$ cat src/rtl/fifo_pkg.sv
// Shared FIFO types: the read-mode selector used by fifo_flex and by the
// UART TX/RX wrappers that instantiate it.
package fifo_pkg;

  typedef enum logic {
    FIFO_STD  = 1'b0,
    FIFO_FWFT = 1'b1
  } fifo_mode_e;

endpackage

$ cat src/rtl/simple_dual_port_ram_single_clock.sv
// Single-clock simple dual-port RAM: synchronous write, registered read with
// a read enable so the output word holds between reads.
module simple_dual_port_ram_single_clock #(
  parameter int DATA_WIDTH = 8,
  parameter int ADDR_W     = 4
)(
  input  logic                  i_clk,
  input  logic                  i_rst,
  input  logic                  i_we,
  input  logic [ADDR_W-1:0]     i_wr_addr,
  input  logic [DATA_WIDTH-1:0] i_wr_data,
  input  logic                  i_re,
  input  logic [ADDR_W-1:0]     i_rd_addr,
  output logic [DATA_WIDTH-1:0] o_rd_data
);

  logic [DATA_WIDTH-1:0] mem [0:(1 << ADDR_W)-1];

  // NOTE: the array is deliberately not reset so it maps onto block RAM;
  // only the read register below is reset.
  always_ff @(posedge i_clk) begin
    if (i_we) mem[i_wr_addr] <= i_wr_data;
  end

  always_ff @(posedge i_clk) begin
    if (i_rst)     o_rd_data <= '0;
    else if (i_re) o_rd_data <= mem[i_rd_addr];
  end

endmodule

$ cat src/rtl/fifo_flex.sv
// Parametrised single-clock FIFO: standard or first-word-fall-through read,
// occupancy and threshold flags, sticky error flags and synchronous flush.
module fifo_flex
  import fifo_pkg::*;
#(
  parameter int         DATA_WIDTH    = 8,
  parameter int         DEPTH         = 16,
  parameter fifo_mode_e MODE          = FIFO_STD,
  parameter int         AFULL_THRESH  = DEPTH - 2,
  parameter int         AEMPTY_THRESH = 2,
  localparam int        ADDR_W        = $clog2(DEPTH)
)(
  input  logic                  i_clk,
  input  logic                  i_rst,
  input  logic                  i_flush,
  input  logic                  i_clr_err,
  input  logic                  i_en_wr,
  input  logic [DATA_WIDTH-1:0] i_data,
  input  logic                  i_en_rd,
  output logic [DATA_WIDTH-1:0] o_data,
  output logic                  o_rd_valid,
  output logic                  o_fifo_full,
  output logic                  o_fifo_empty,
  output logic                  o_almost_full,
  output logic                  o_almost_empty,
  output logic [ADDR_W:0]       o_count,
  output logic                  o_overflow,
  output logic                  o_underflow
);

  localparam logic [ADDR_W:0] DEPTH_C  = (ADDR_W+1)'(DEPTH);
  localparam logic [ADDR_W:0] AFULL_C  = (ADDR_W+1)'(AFULL_THRESH);
  localparam logic [ADDR_W:0] AEMPTY_C = (ADDR_W+1)'(AEMPTY_THRESH);
  localparam logic [ADDR_W:0] ONE      = (ADDR_W+1)'(1);
  localparam bit              IS_FWFT  = (MODE == FIFO_FWFT);

  logic [ADDR_W:0] wr_ptr, rd_ptr, count;
  logic            stage_valid, stage_valid_d;
  logic            std_valid;
  logic            wr_accept, rd_accept, wr_reject, rd_reject;
  logic            ram_re, ram_has_data;

  // In FWFT mode the RAM read register is the output stage; stage_valid
  // marks it as holding the head word, so rd_ptr runs ahead of the pops.
  assign o_fifo_full    = (count == DEPTH_C);
  assign o_fifo_empty   = IS_FWFT ? ~stage_valid : (count == '0);
  assign o_almost_full  = (count >= AFULL_C);
  assign o_almost_empty = (count <= AEMPTY_C);
  assign o_count        = count;
  assign o_rd_valid     = IS_FWFT ? stage_valid : std_valid;

  assign wr_accept    = i_en_wr & ~o_fifo_full  & ~i_flush;
  assign rd_accept    = i_en_rd & ~o_fifo_empty & ~i_flush;
  assign wr_reject    = i_en_wr &  o_fifo_full  & ~i_flush;
  assign rd_reject    = i_en_rd &  o_fifo_empty & ~i_flush;
  assign ram_has_data = (wr_ptr != rd_ptr);

  // NOTE: every output of this block gets a default first, so no path
  // through it can leave a value unassigned and infer a latch.
  always_comb begin
    ram_re        = 1'b0;
    stage_valid_d = stage_valid;
    if (IS_FWFT) begin
      ram_re = ~i_flush & ram_has_data & (~stage_valid | rd_accept);
      if (ram_re)         stage_valid_d = 1'b1;
      else if (rd_accept) stage_valid_d = 1'b0;
    end else begin
      ram_re = rd_accept;
    end
  end

  // NOTE: state registers use non-blocking assignments so every register
  // samples pre-edge values, independent of statement order.
  always_ff @(posedge i_clk) begin
    if (i_rst || i_flush) begin
      wr_ptr      <= '0;
      rd_ptr      <= '0;
      count       <= '0;
      stage_valid <= 1'b0;
      std_valid   <= 1'b0;
    end else begin
      if (wr_accept) wr_ptr <= wr_ptr + ONE;
      if (ram_re)    rd_ptr <= rd_ptr + ONE;
      unique case ({wr_accept, rd_accept})
        2'b10:   count <= count + ONE;
        2'b01:   count <= count - ONE;
        default: count <= count;
      endcase
      stage_valid <= stage_valid_d;
      std_valid   <= rd_accept;
    end
  end

  // A new error in the same cycle as i_clr_err wins; flush leaves flags alone.
  always_ff @(posedge i_clk) begin
    if (i_rst) begin
      o_overflow  <= 1'b0;
      o_underflow <= 1'b0;
    end else begin
      o_overflow  <= (o_overflow  & ~i_clr_err) | wr_reject;
      o_underflow <= (o_underflow & ~i_clr_err) | rd_reject;
    end
  end

  simple_dual_port_ram_single_clock #(
    .DATA_WIDTH (DATA_WIDTH),
    .ADDR_W     (ADDR_W)
  ) u_ram (
    .i_clk     (i_clk),
    .i_rst     (i_rst),
    .i_we      (wr_accept),
    .i_wr_addr (wr_ptr[ADDR_W-1:0]),
    .i_wr_data (i_data),
    .i_re      (ram_re),
    .i_rd_addr (rd_ptr[ADDR_W-1:0]),
    .o_rd_data (o_data)
  );

endmodule

$ cat config.mk
export PLATFORM = sky130hd
export DESIGN_NAME = fifo_flex
export DESIGN_NICKNAME = d
export VERILOG_FILES = /design/src/rtl/fifo_pkg.sv /design/src/rtl/simple_dual_port_ram_single_clock.sv /design/src/rtl/fifo_flex.sv
export SDC_FILE = /design/constraint.sdc
export NUM_CORES = 1
export LEC_CHECK = 0
export CAP_MARGIN = 20
export CORE_ASPECT_RATIO = 0.8
export CORE_MARGIN = 4
export CORE_UTILIZATION = 50
export DETAILED_ROUTE_END_ITERATION = 16
export PLACE_DENSITY = 0.69
export RECOVER_POWER = 100
export SLEW_MARGIN = 40
export SYNTH_ARGS = -nofsm -noshare
export SYNTH_HDL_FRONTEND = slang
export SYNTH_HIERARCHICAL = 1
export SYNTH_SLANG_ARGS = --single-unit
$ cat constraint.sdc
create_clock -name i_clk -period 5.3 [get_ports i_clk]
set_clock_uncertainty 0.1 [all_clocks]
set_input_delay 1.06 -clock i_clk [delete_from_list [all_inputs] [get_ports i_clk]]
set_output_delay 1.06 -clock i_clk [all_outputs]
set_load 0.02 [all_outputs]
==> results of run 1 <==
[synthesized netlist by cell type, types with 3 or more instances]
| cell type | number | area (um2) |
|---|---|---|
| a21oi_1 | 16 | 80.1 |
| a22oi_1 | 24 | 180 |
| buf_2 | 8 | 40.0 |
| buf_8 | 3 | 45.0 |
| dfxtp_1 | 24 | 480 |
| edfxtp_1 | 128 | 3840 |
| ha_1 | 6 | 75.1 |
| inv_1 | 6 | 22.5 |
| mux2i_1 | 68 | 681 |
| nand2_1 | 21 | 78.8 |
| nand2b_1 | 6 | 37.5 |
| nand3_1 | 29 | 145 |
| nand3b_1 | 4 | 30.0 |
| nor2_1 | 34 | 128 |
| nor3_1 | 4 | 20.0 |
| xor2_1 | 4 | 35.0 |
[through the flow]
stage	worst slack (ns)	hold slack, ns
floorplan	2.09	0.385
global placement	1.37	0.340
global route	1.38	0.379
finish	1.61	0.349
detailed placement	1.43	0.350
CTS	1.86	0.363
[path summary, 6_finish.rpt]
path / start / to / slack, ns
setup / recovery: i_en_wr / u_ram/mem[0][6] / 1.61
hold reg to reg: u_ram/o_rd_data[6] / u_ram/o_rd_data[6] / 0.35
setup reg to reg: o_count[0] / o_count[4] / 1.96
hold / removal: u_ram/o_rd_data[6] / u_ram/o_rd_data[6] / 0.35
[cells by family after synthesis]
logic type	synth area share, %
buf+inv	2.86
flops	69.7
compound gates	5.39
mux	11.0
xor+xnor	0.847
simple gates	8.69
fa+ha+maj	1.53
[registers in the layout, summed over array words and instances (netlist names)]
name             cells
o_rd_valid           1
o_overflow           1
u_ram/mem          128
rd_ptr               4
o_count              5
o_underflow          1
u_ram/o_rd_data      8
wr_ptr               4
[worst reg2reg max path: cells and delay by family (launching register included)]
family	cells	cell delay, ns
flops	1	0.37
compound gates	2	0.80
mux	2	0.44
simple gates	3	0.90
fa+ha+maj	2	0.66
[power by group]
part / switching (mW) / internal, mW / total [mW]
Combinational: 0.0427 / 0.0197 / 0.0624
Sequential: 0.00448 / 1.30 / 1.31
Clock: 0.434 / 0.798 / 1.23
[metal layers]
metal  track usage (%)  vias to the layer above  routed length (um)
met4              7.20                        0                 154
met2              29.2                       87                5840
met5                 0                        -                   0
met3              4.63                       14                 710
met1              27.9                     1816                6230
li1                  -                     1663                   -
[area by class of cell]
class | count | area share (%)
Sequential cell | 152 | 60.3
Multi-Input combinational cell | 240 | 23.4
Clock buffer | 23 | 6.38
Tap cell | 152 | 2.65
Inverter | 6 | 0.314
Clock inverter | 9 | 2.06
Timing Repair Buffer | 36 | 4.91
==> results.yml, run 1 <==
status:
  status: "finished clean"
synthesis:
  ys.flop_type: "edfxtp_1"
  synth_edf_count: 128
  synthCells: 415
  synth_area_mm2: 0.00620
  syn_nets: 436
  synth-seq-cells: 152
  async_flop_share_pct: 0
  ys_seq_area_share_pct: 69.7
  avgSynthCellArea_um2: 14.9
  yosysWarnings: 6
  ys_types: 37
timing:
  hold_viol_final: 0
  report.final.setup_viol: 0
  grt_setup_unrepaired: "false"
  fmax_mhz: 271
  finalCritPeriodShare_pct: 69.7
  slew-limit-headroom_pct: 15.9
  tns_ns: 0
  slew_violations: 0
  worstMarginPinSlew_ns: 1.25
  finalCriticalPeriod_ns: 3.69
final_layout:
  drive_gt1_share_pct: 7.51
  multi_input_area_mm2: 0.00168
  regArea_mm2: 0.00433
  syn2layout_area_growth_pct: 15.8
  stdcell_count: 618
  final_common_cell: "edfxtp_1"
  layout.cells.most_common_list: "128 x edfxtp_1, 68 x mux2i_1, 34 x nor2_1, 31 x dlygate4sd3_1, 29 x nand3_1"
  fillCellCount: 956
  nets: 474
  diodes: 0
  fin_area_mm2: 0.00718
  finish.utilization_pct: 59.1
global_route:
  grt-ovfl-total: 0
  antenna_found_initial: 0
  first_global_vias: 3573
  grt_max_degree: 35
  grt_pass1_wl_um: 20300
  grt_use_total_pct: 19.5
detailed_routing:
  drt_wl_total_um: 12900
  vias: 3580
  wl_per_cell_um: 20.9
  postRouteAntennaNets: 0
  drc: 0
  drt-vias-per-instance: 5.79
  first_pass_iters: 4
  drt_iter0_drc: 309
critical_path:
  crit_required_ns: 5.23
  critPathBufInv: 3
  slowest_delay_ns: 0.83
  cp_cell_sequence: "dlygate4sd3_1 > inv_1 > a21oi_1 > nand2b_1 > inv_1 > or3b_2 > nor3_1"
  crit_slowest_cell: "nor3_1"
  critPathCaptureType: "flip-flop"
  reg2regPathDepth: 9
  cp_top_family: "simple AND/OR/NAND/NOR gates"
  worst_ep_arrival_time_ns: 3.62
  path_class: "primary input to flip-flop"
  path_depth: 7
  crit_top_cell: "inv_1"
  start_kind: "primary input"
  cp_max_fo: 8
clock_tree:
  clockRootBuffer: "clkbuf_16"
  hold_buffers: 0
  htree_levels: 4
  clk_pin_slew_worst_paths_ns: 0.06
  numCtsBuffers: 17
  cts_buffer_depth: 2
  cts_resized: 0
  clkLatencyLatePin_ns: 0.41
  clock-sinks: 152
  cts_setup_buffers: 0
  cts_tree: "yes"
pwr:
  power_mw: 2.60
  p_per_area_mw_per_mm2: 362
  ir_drop_v: 0.000259
  power.leakage_nw: 2.36
floorplan:
  dieArea_mm2: 0.0143
  die_width_um: 133
  die_height_um: 108
  rows: 36
  ios: 34
  coreArea_mm2: 0.0122
  initial_core_util_pct: 51.0
placed_design:
  io_buffers: 33
  gp_congestion: 0.776
  dpl_cell_area_mm2: 0.00662
  place_hpwl_um: 8270
  dp_cells: 586
hold_path:
  hp-class: "flip-flop to flip-flop"
  whs_path_depth: 2
flow_run:
  max_cap_viol_count: 0
(Power assumes the default switching activity.)
==> run 2, diff against run 1 <==
- clock period: 5.3 -> 3.77 ns (I/O delays scaled with it)
==> results.yml, run 2 (same netlist as run 1, synthesis figures left out) <==
timing:
  worst_slack_ns: 0.647
  slew-limit-headroom_pct: 47.0
  hold_viol_final: 0
  report.final.setup_viol: 0
  finalCritPeriodShare_pct: 82.8
  tns_ns: 0
  finalCriticalPeriod_ns: 3.12
  fmax_mhz: 320
  slew_violations: 0
  worstMarginPinSlew_ns: 0.795
  grt_setup_unrepaired: "false"
critical_path:
  cp_max_fo: 7
  cp_cell_sequence: "or4_1 > nor2_1 > dlygate4sd3_1"
  crit_slowest_cell: "dlygate4sd3_1"
  crit_required_ns: 2.92
  slowest_delay_ns: 0.69
  cp_top_family: "simple AND/OR/NAND/NOR gates"
  critPathBufInv: 1
  path_depth: 3
  worst_ep_arrival_time_ns: 2.27
  path_class: "flip-flop to output pin"
  start_kind: "flip-flop"
  critPathCaptureType: "output pin"
  reg2regPathDepth: 10
placed_design:
  place_ws_ns: 0.373
  dpl_cell_area_mm2: 0.00672
  place_hpwl_um: 8250
  io_buffers: 33
  gp_congestion: 0.808
pwr:
  power.leakage_nw: 2.39
  ir_drop_v: 0.000371
  p_per_area_mw_per_mm2: 490
global_route:
  grt_pass1_wl_um: 20100
  grt_use_total_pct: 19.3
  grt_max_degree: 49
  grt-ovfl-total: 0
  first_global_vias: 3520
  antenna_found_initial: 0
clock_tree:
  numCtsBuffers: 17
  clockRootBuffer: "clkbuf_16"
  clkLatencyLatePin_ns: 0.42
  cts_tree: "yes"
  hold_buffers: 0
  htree_levels: 4
  clock-sinks: 152
  cts_setup_buffers: 0
  clk_pin_slew_worst_paths_ns: 0.06
  cts_resized: 0
  cts_buffer_depth: 2
hold_path:
  whs_path_depth: 2
  hp-class: "flip-flop to flip-flop"
floorplan:
  ios: 34
  dieArea_mm2: 0.0143
  die_width_um: 133
  initial_core_util_pct: 51.0
  coreArea_mm2: 0.0122
  rows: 36
  die_height_um: 108
final_layout:
  drive_gt1_share_pct: 8.49
  layout.cells.most_common_list: "128 x edfxtp_1, 68 x mux2i_1, 34 x nor2_1, 30 x dlygate4sd3_1, 29 x nand3_1"
  fin_area_mm2: 0.00725
  final_common_cell: "edfxtp_1"
  top_register: "u_ram/mem"
  diodes: 0
  fillCellCount: 965
  nets: 491
  largest_reg_flops: 128
  regArea_mm2: 0.00433
  syn2layout_area_growth_pct: 16.8
  multi_input_area_mm2: 0.00170
detailed_routing:
  postRouteAntennaNets: 0
  first_pass_iters: 5
  vias: 3636
  drc: 0
  wl_per_cell_um: 20.3
  drt_wl_total_um: 12900
  drt_iter0_drc: 281
  drt-vias-per-instance: 5.73
flow_run:
  max_cap_viol_count: 0
status:
  status: "finished clean"
==> run 2: through the flow <==
step	hold WS [ns]	power, mW	instances	util [%]
2_1_floorplan	0.385	1.91	415	-
3_3_place_gp	0.344	1.96	602	55.2
3_5_place_dp	0.346	1.96	602	55.2
4_1_cts	0.359	3.58	634	59.9
5_1_grt	0.392	3.65	635	59.6
6_report	0.348	3.55	635	59.6
==> run 2: routing by layer <==
layer,vias up,part of all wire (%),global-route usage (%)
li1,1693,-,-
met1,1825,47,27.7
met2,100,47,28.9
met3,18,5.3,4.25
met4,0,1.4,7.20
met5,-,0,0
==> run 2: path summary, 6_finish.rpt <==
check / from / to / slack, ns
worst max-delay path: o_count[0] / o_fifo_empty / 0.65
worst min register to register: u_ram/o_rd_data[0] / u_ram/o_rd_data[0] / 0.35
worst min-delay path: u_ram/o_rd_data[0] / u_ram/o_rd_data[0] / 0.35
worst max register to register: o_count[1] / o_count[4] / 0.81
==> run 2: cell type report <==
type / count / share of cell area, %
Clock buffer: 23 / 6.46
Clock inverter: 9 / 1.40
Inverter: 6 / 0.311
Multi-Input combinational cell: 240 / 23.4
Sequential cell: 152 / 59.7
Tap cell: 152 / 2.62
Timing Repair Buffer: 53 / 6.08
==> run 2: power by group <==
group	switching, mW	leakage (nW)	total [mW]	internal [mW]
logic	0.0596	0.757	0.0884	0.0289
clock network	0.623	0.281	1.63	1.00
registers	0.00601	1.35	1.84	1.83
==> run 2: worst reg2reg max path, delay by kind of cell (launching register included) <==
family,cells,cell delay (ns)
buffers and inverters,1,0.10
adders and majority gates,2,0.67
AOI/OAI and AO/OA,2,0.40
DFF,1,0.38
and+or+nand+nor,3,0.79
muxes,2,0.44
==> run 3, diff against run 2 <==
- PLACE_DENSITY: 0.69 -> 0.71
- clock period: 3.77 -> 2.7 ns (I/O delays scaled with it)
==> results.yml, run 3 (same netlist as run 1, synthesis figures left out) <==
detailed_routing:
  drc: 0
  drt_iter0_drc: 314
  vias: 3756
  postRouteAntennaNets: 0
  drt_wl_total_um: 13200
  first_pass_iters: 5
  drt-vias-per-instance: 5.70
  wl_per_cell_um: 20.1
final_layout:
  diodes: 0
  fillCellCount: 883
  top_register: "u_ram/mem"
  multi_input_area_mm2: 0.00172
  finish.utilization_pct: 62.0
  layout.cells.most_common_list: "128 x edfxtp_1, 68 x mux2i_1, 43 x buf_4, 33 x nor2_1, 29 x nand3_1"
  fin_area_mm2: 0.00754
  drive_gt1_share_pct: 17.8
  regArea_mm2: 0.00433
  stdcell_count: 659
  final_common_cell: "edfxtp_1"
  largest_reg_flops: 128
  nets: 515
  syn2layout_area_growth_pct: 21.6
timing:
  finalCriticalPeriod_ns: 2.59
  finalCritPeriodShare_pct: 96.0
  slew_violations: 0
  worst_slack_ns: 0.108
  slew-limit-headroom_pct: 43.2
  grt_setup_unrepaired: "true"
  hold_viol_final: 0
  worstMarginPinSlew_ns: 0.852
  fmax_mhz: 386
  report.final.setup_viol: 0
placed_design:
  dp_cells: 626
  place_ws_ns: -0.199
  dpl_cell_area_mm2: 0.00692
  io_buffers: 33
  place_hpwl_um: 8630
  gp_congestion: 0.790
floorplan:
  die_width_um: 133
  dieArea_mm2: 0.0143
  initial_core_util_pct: 51.0
  rows: 36
  die_height_um: 108
  ios: 34
  coreArea_mm2: 0.0122
critical_path:
  reg2reg_from: "o_count[1]"
  reg2regPathDepth: 10
  crit_slowest_cell: "or4_4"
  path_class: "flip-flop to output pin"
  cp_max_fo: 5
  crit_required_ns: 2.06
  slowest_delay_ns: 0.56
  start_kind: "flip-flop"
  critPathCaptureType: "output pin"
  rrSetupSlack_ns: 0.12
  r2r-end: "o_count[4]"
  cp_cell_sequence: "or4_4 > buf_4 > nor2_1 > dlygate4sd2_1"
  worst_ep_arrival_time_ns: 1.95
clock_tree:
  hold_buffers: 0
  cts_tree: "yes"
  clk_pin_slew_worst_paths_ns: 0.06
  numCtsBuffers: 17
  clock-sinks: 152
  htree_levels: 4
  clkLatencyLatePin_ns: 0.42
  cts_buffer_depth: 2
  clockRootBuffer: "clkbuf_16"
global_route:
  grt_max_degree: 33
  grt_use_met3_pct: 6.17
  grt_use_total_pct: 19.8
  first_global_vias: 3854
  grt_pass1_wl_um: 21100
  grt-ovfl-total: 0
  met1_usage_pct: 26.9
  antenna_found_initial: 0
  gr-usage-met2_pct: 30.7
  grt_busiest_layer: "met2"
hold_path:
  min-delay-start: "u_ram/o_rd_data[6]"
  whs_path_depth: 2
  holdPathEnd: "u_ram/o_rd_data[6]"
  hp-class: "flip-flop to flip-flop"
flow_run:
  max_cap_viol_count: 0
pwr:
  pwr-share-comb_pct: 2.8
  power.leakage_nw: 2.54
  switching_share_pct: 20.2
  clock_power_share_pct: 46.3
  ir_drop_v: 0.000395
  p_int_mw: 4.02
  netSwitchingPower_mw: 1.02
  seq_power_share_pct: 50.9
  p_per_area_mw_per_mm2: 668
  power_mw: 5.04
status:
  status: "finished clean"
[run 3: cell count changes in the layout (fill, tap and decap cells not counted), sizes merged, moves of 2 or more]
cell / delta
buf: +38
clkbuf: -15
clkdlybuf4s50: +19
clkinv: -4
dlygate4sd3: -22
dlymetal6s2s: +2
inv: +5
[run 3: cell type report]
cell class | count | share of cell area (%)
well taps | 152 | 2.52
multi-input cells | 240 | 22.8
inverters | 6 | 0.299
clock inverters | 10 | 1.38
flip-flops and latches | 152 | 57.4
clock buffers | 22 | 6.57
repair buffers | 77 | 8.98
[run 3: how the worst max path moves through the flow]
| stage | end | slack, ns | start | depth (start not counted) |
|---|---|---|---|---|
| after global placement | o_count[4] | -0.15 | i_en_rd | 10 |
| after CTS | o_count[4] | 0.007 | o_count[2] | 10 |
| final | o_fifo_empty | 0.11 | o_count[1] | 4 |
| after detailed placement | o_count[4] | -0.20 | i_en_rd | 10 |
| after floorplan | o_count[4] | 0.07 | o_count[0] | 10 |
| after global routing | o_count[4] | -0.01 | o_count[1] | 10 |
[run 3: timing repair]
action	4_1_cts	5_1_grt
endpoints found under the setup margin	2	5
buffers inserted	0	1
pin swaps	1	1
gates resized for setup	1	7
[run 3: critical path, delay by kind of cell (launching register included)]
family,cells,cell delay [ns]
buffers and inverters,2,0.52
DFF,1,0.34
and+or+nand+nor,2,0.67
[run 3: power groups by stage]
| stage | clock (mW) | combinational [mW] | sequential [mW] |
|---|---|---|---|
| floorplan | 0 | 0.0480 | 2.62 |
| global placement | 0 | 0.139 | 2.61 |
| detailed placement | 0 | 0.144 | 2.61 |
| CTS | 2.37 | 0.144 | 2.56 |
| global route | 2.48 | 0.155 | 2.56 |
| finish | 2.33 | 0.143 | 2.56 |
[run 3: metrics by stage]
step	TNS (ns)	hold slack, ns
2_1_floorplan	0	0.385
3_3_place_gp	-0.320	0.334
3_5_place_dp	-2.40	0.348
4_1_cts	0	0.362
5_1_grt	-0.0125	0.400
6_report	0	0.356
[run 3: per-layer routing]
layer	vias up	routed length [um]
met2	132	6290
met4	0	116
li1	1746	-
met1	1866	5810
met3	12	1000
met5	-	0
